`config.mk`:
```
export PLATFORM = sky130hd
export DESIGN_NAME = pixel_compose
export DESIGN_NICKNAME = d
export VERILOG_FILES = /design/src/rtl/pixel_compose.sv
export SDC_FILE = /design/constraint.sdc
export NUM_CORES = 1
export LEC_CHECK = 0
export BUFFER_PORTS_ARGS = -buffer_cell sky130_fd_sc_hd__buf_4
export CAP_MARGIN = 15
export CORE_MARGIN = 5
export CORE_UTILIZATION = 45
export CTS_CLUSTER_DIAMETER = 150
export CTS_CLUSTER_SIZE = 24
export DETAILED_ROUTE_END_ITERATION = 10
export PLACE_DENSITY = 0.72
export SYNTH_ARGS = -nofsm -noshare
export SYNTH_HDL_FRONTEND = slang
export SYNTH_SLANG_ARGS = --single-unit
```
`constraint.sdc`:
```
create_clock -name lcd_pclk -period 5.25 [get_ports lcd_pclk]
set_clock_uncertainty 0.2 [all_clocks]
set_input_delay 0.2625 -clock lcd_pclk [delete_from_list [all_inputs] [get_ports lcd_pclk]]
set_output_delay 0.2625 -clock lcd_pclk [all_outputs]
set_load 0.02 [all_outputs]
```
`src/rtl/pixel_compose.sv`:
```
// pixel_compose: final pixel stage of the LCD datapath.
// Merges sprite draw flags into one RGB565 value with fixed layer priority
// over a 2-stage pipeline, and runs the game life-cycle FSM
// (IDLE -> RUN -> FLASH -> DEAD -> RUN) driven by dino/obstacle overlap.
module pixel_compose #(
   parameter logic [10:0] H_ACTIVE     = 11'd800,
   parameter logic [10:0] V_ACTIVE     = 11'd480,
   parameter logic [15:0] COLOR_BG     = 16'hFFFF,
   parameter logic [15:0] COLOR_FG     = 16'h5AEB,
   parameter logic [15:0] COLOR_CLOUD  = 16'hC618,
   parameter logic [5:0]  FLASH_FRAMES = 6'd16
) (
   input  logic        lcd_pclk,
   input  logic        rst,
   input  logic [10:0] pixel_xpos,
   input  logic [10:0] pixel_ypos,
   input  logic        dino_draw,
   input  logic        cactus_draw,
   input  logic        ground_draw,
   input  logic        cloud_draw,
   input  logic        restart,
   output logic [15:0] pixel_data,
   output logic        is_living,
   output logic        hit
);

   typedef enum logic [1:0] {
      IDLE  = 2'd0,
      RUN   = 2'd1,
      FLASH = 2'd2,
      DEAD  = 2'd3
   } state_t;

   state_t      state;
   logic [5:0]  flash_cnt;

   // Stage-1 registers
   logic        s1_dino;
   logic        s1_cactus;
   logic        s1_ground;
   logic        s1_cloud;
   logic        s1_active;
   logic        s1_tick;

   logic [15:0] base_color;
   logic        invert;
   logic [15:0] pixel_next;
   logic        coll;

   // Stage 1: capture draw flags plus active-area and frame-start decodes
   always_ff @(posedge lcd_pclk) begin
      if (rst) begin
         s1_dino   <= 1'b0;
         s1_cactus <= 1'b0;
         s1_ground <= 1'b0;
         s1_cloud  <= 1'b0;
         s1_active <= 1'b0;
         s1_tick   <= 1'b0;
      end else begin
         s1_dino   <= dino_draw;
         s1_cactus <= cactus_draw;
         s1_ground <= ground_draw;
         s1_cloud  <= cloud_draw;
         s1_active <= (pixel_xpos < H_ACTIVE) && (pixel_ypos < V_ACTIVE);
         s1_tick   <= (pixel_xpos == 11'd0) && (pixel_ypos == 11'd0);
      end
   end

   // Layer priority dino > cactus > ground > cloud, inversion on odd flash frames
   always_comb begin
      base_color = COLOR_BG;
      if (s1_dino || s1_cactus || s1_ground) begin
         base_color = COLOR_FG;
      end else if (s1_cloud) begin
         base_color = COLOR_CLOUD;
      end
      invert     = (state == FLASH) && flash_cnt[0];
      pixel_next = 16'h0000;
      if (s1_active) begin
         pixel_next = invert ? ~base_color : base_color;
      end
   end

   // Overlap only counts inside the visible area
   assign coll = s1_dino && s1_cactus && s1_active;

   // Stage 2: registered pixel output
   always_ff @(posedge lcd_pclk) begin
      if (rst) begin
         pixel_data <= 16'h0000;
      end else begin
         pixel_data <= pixel_next;
      end
   end

   // Life-cycle FSM; is_living is the registered decode of next state == RUN
   always_ff @(posedge lcd_pclk) begin
      if (rst) begin
         state     <= IDLE;
         flash_cnt <= 6'd0;
         hit       <= 1'b0;
         is_living <= 1'b0;
      end else begin
         is_living <= 1'b0;
         case (state)
            IDLE: begin
               if (restart) begin
                  state     <= RUN;
                  is_living <= 1'b1;
               end
            end
            RUN: begin
               // restart has no effect while running
               if (coll) begin
                  state     <= FLASH;
                  hit       <= 1'b1;
                  flash_cnt <= 6'd0;
               end else begin
                  is_living <= 1'b1;
               end
            end
            FLASH: begin
               // restart and further overlaps are ignored while flashing
               if (s1_tick) begin
                  flash_cnt <= flash_cnt + 6'd1;
                  if (flash_cnt == FLASH_FRAMES - 6'd1) begin
                     state <= DEAD;
                  end
               end
            end
            DEAD: begin
               if (restart) begin
                  state     <= RUN;
                  hit       <= 1'b0;
                  is_living <= 1'b1;
               end
            end
            default: begin
               state <= IDLE;
            end
         endcase
      end
   end

endmodule

```
==> summary.md <==
| Metric | Value |
|---|---|
| Status | `finished clean` |
| Die width | `approximately 62 µm` |
| Top post-synthesis cells by area | `dfxtp_1 33%, buf_4 8.0%, nor2b_1 5.6%` |
| Inst Count DP | `approximately 200` |
| Critical Path Start Type | `flip-flop` |
| Num ports | `47` |
| R2R cell count | `4` |
| Full die area | `3850 µm²` |
| Clock Sinks | `20` |
| Hold WC Path Type | `in -> reg` |
| Yosys reg bits | `20` |
| HPWL after detailed placement | `2.12 mm` |
| Share of cells above drive strength 1 | `0.312` |
| TritonCTS buffer count | `3` |
| Hold Vio Cnt, Final | `0` |
| Clock buffer depth | `2` |
| Critical-path top delay cell | `ha_1` |
| Vias in the first global route | `between 1k and 1.5k` |
| Drt pass-1 iters | `4` |
| Leak pwr | `around 0.61 nW` |
| Rows | `18` |
| NumNets Final | `208` |
| DRC errors left | `0` |
| Routed Wire Length | `2.64 mm` |
| Max VDD drop | `209 µV` |
| Synth Warn # | `0` |
| Area leader, netlist | `dfxtp_1` |
| Peak per-stage delay on the critical path | `~600 ps` |
| Async SR Flop Fraction | `0` |
| Iter 0 DRT Violations | `26` |
| First-pass GRT wire length | `4.38 mm` |
| Max-slew violation count | `0` |
| Netlist cell types | `35` |
| WHS Path Cells | `4` |
| HP Start | `pixel_ypos[4]` |
| Via count | `1125` |
| Final setup TNS | `0 ps` |
| CP Cell Sequence | `ha_1 > nand4_1 > o21ai_0 > mux2i_1` |
| Max-cap violations | `0` |
| PwrDens | `about 270 nW/µm²` |
| Clock slew at reported path FFs | `100 ps` |
| # port buffers | `between 40 and 50` |
| Slew HR | `0.568` |
| Post_cts resized | `0` |
| Min Tclk post-route | `about 2200 ps` |
| Ant. Diodes | `0` |
| Post-Layout Cell Count | `slightly above 200` |
| Routed len/inst | `between 10 and 15 µm` |
| Critical R2R Capture | `flash_cnt[4]$_SDFFE_PP0P_` |
| Grt total ovfl | `0` |
| Syn_nets | `171` |
| Reg-to-reg startpoint | `state[0]$_SDFFE_PP0P_` |
| Top_reg_cell synth | `dfxtp_1` |
| Crit Path Class | `reg -> reg` |
| Critical Path AT | `2190 ps` |
| Endpoint class of the critical path | `flip-flop` |
| Final ANT Viol Nets | `0` |
| RSZ-0062 raised after global routing | `no` |
| Worst slew pin tran | `around 650 ps` |
| Pin count of the biggest net entering global routing | `24` |
| Hold Path End | `s1_tick$_SDFF_PP0_` |
| Required @ worst endpoint | `roughly 5200 ps` |
| Period utilisation layout | `0.421` |
| Die height | `62.0 µm` |
| Max frequency | `452 MHz` |
| Setup-failing EPs final | `0` |
| TritonCTS clock tree | `built` |
| Mapped Cells | `138` |
| R2r setup slk | `3040 ps` |
| Initial antenna violation count | `0` |
| Register area share after synthesis | `0.329` |
| Initial Utilization | `0.479` |
| GPL Wtd Cong | `between 0.7 and 0.8` |
| GRT Overall Usage | `0.156` |
| H-tree depth | `1` |
| Syn avg cell area | `8.83 µm²` |
| Post-synth EDFFs | `0` |
| Area grow syn2layout | `26.9%` |
| Root buffer cell | `clkbuf_4` |
| Worst Path Max Fanout | `15` |
| Tot Pwr | `0.416 mW` |
| Vias per Instance | `between 5 and 6` |
| Top-area cell type share of the netlist area | `0.329` |
| Mapped Area | `1220 µm²` |
| FILL cells | `209` |
| Core footprint | `2540 µm²` |
| Clock network latency to the later pin of the worst-skew pair | `300 ps` |
[per-layer routing]
layer | track usage | vias to the layer above | wire length [µm]
li1 | - | 561 | -
met1 | 0.171 | 509 | 1090
met2 | 0.280 | 51 | 1250
met3 | 0.0393 | 4 | 255
met4 | 0.0697 | 0 | 38
met5 | 0 | - | 0
[state kept, by name (all words and copies together), names as in the netlist]
register / cells
s1_cloud: 1
hit: 1
s1_ground: 1
s1_active: 1
s1_cactus: 1
flash_cnt: 6
is_living: 1
state: 2
s1_dino: 1
s1_tick: 1
pixel_data: 4
[power breakdown]
part | internal, mW | switching [mW]
sequential | 0.167 | 0.0169
combinational | 0.0730 | 0.0879
clock | 0.0267 | 0.0439
total | 0.267 | 0.149
[worst max-delay path by stage]
stage | from | to | slack, ps | cells after the start
finish | state[0]$_SDFFE_PP0P_ | flash_cnt[4]$_SDFFE_PP0P_ | 3040 | 4
global placement | state[1]$_SDFFE_PP0P_ | flash_cnt[1]$_SDFFE_PP0P_ | 3200 | 5
global route | state[0]$_SDFFE_PP0P_ | flash_cnt[5]$_SDFFE_PP0P_ | 2760 | 4
floorplan | state[0]$_SDFFE_PP0P_ | flash_cnt[3]$_SDFFE_PP0P_ | 3540 | 6
detailed placement | state[0]$_SDFFE_PP0P_ | flash_cnt[4]$_SDFFE_PP0P_ | 3070 | 4
CTS | state[0]$_SDFFE_PP0P_ | flash_cnt[4]$_SDFFE_PP0P_ | 3040 | 4
[synthesized netlist by cell type (2+ instances only)]
library cell   n
nand4_1        4
buf_4         13
o21ai_0        9
a21oi_1        5
a31oi_1        2
o211ai_1       6
a2111oi_4      2
nor2_1         8
nand3_1        3
nor3_1         4
a211oi_1       2
dfxtp_1       20
nand2_1        6
a211o_1        3
xor2_1         2
ha_1           4
mux2i_1        4
inv_1          6
clkbuf_1       4
nor2b_1       11
nor4_1         6
[critical path: cells and delay by family (launching register included)]
family,cells,cell delay (ps)
multiplexers,1,100
AO/OA/AOI/OAI,1,310
AND/OR/NAND/NOR,1,470
adder cells (fa/ha/maj),1,600
flip-flops,1,410
[logic make-up after synthesis]
kind of cell | share of synthesized area
buffers and inverters | 0.115
multiplexers | 0.0513
adder cells (fa/ha/maj) | 0.0411
flip-flops | 0.329
AND/OR/NAND/NOR | 0.232
XOR/XNOR | 0.0144
AO/OA/AOI/OAI | 0.218
[metrics by stage]
step,hold slack [ps],util,area [µm²],setup WS [ps]
global placement,275,0.583,1480,3200
detailed placement,273,0.583,1480,3070
CTS,3.80,0.608,1550,3040
global route,12.6,0.608,1550,2760
finish,5.67,0.608,1550,3040
floorplan,191,-,1220,3540
[cell type report]
class / count / area [µm²] / share of cell area
Clock buffer: 3 / 22.5 / 0.0146
Inverter: 6 / 22.5 / 0.0146
Multi-Input combinational cell: 94 / 678 / 0.439
Sequential cell: 20 / 400 / 0.259
Tap cell: 30 / 37.5 / 0.0243
Timing Repair Buffer: 50 / 385 / 0.249
[cells in the final DEF (no fill, tap or decap), types with 2 or more instances in the layout]
cell type      Yosys  final
a2111oi_4          2      2
a211o_1            3      3
a211oi_1           2      2
a21oi_1            5      5
a31oi_1            2      2
buf_4             13     46
clkbuf_4           0      3
dfxtp_1           20     20
dlygate4sd3_1      0      4
ha_1               4      4
inv_1              6      6
mux2i_1            4      4
nand2_1            6      6
nand3_1            3      3
nand4_1            4      4
nor2_1             8      8
nor2b_1           11     11
nor3_1             4      4
nor4_1             6      6
o211ai_1           6      6
o21ai_0            9      9
xor2_1             2      2
[what timing repair did]
| action | in CTS | in global routing |
|---|---|---|
| hold buffers | 4 | 0 |
| setup endpoints to repair | 0 | 0 |
| endpoints found under the hold margin | 4 | 0 |
| buffers inserted | 0 | 0 |
Power figures use the tool's default switching activity.
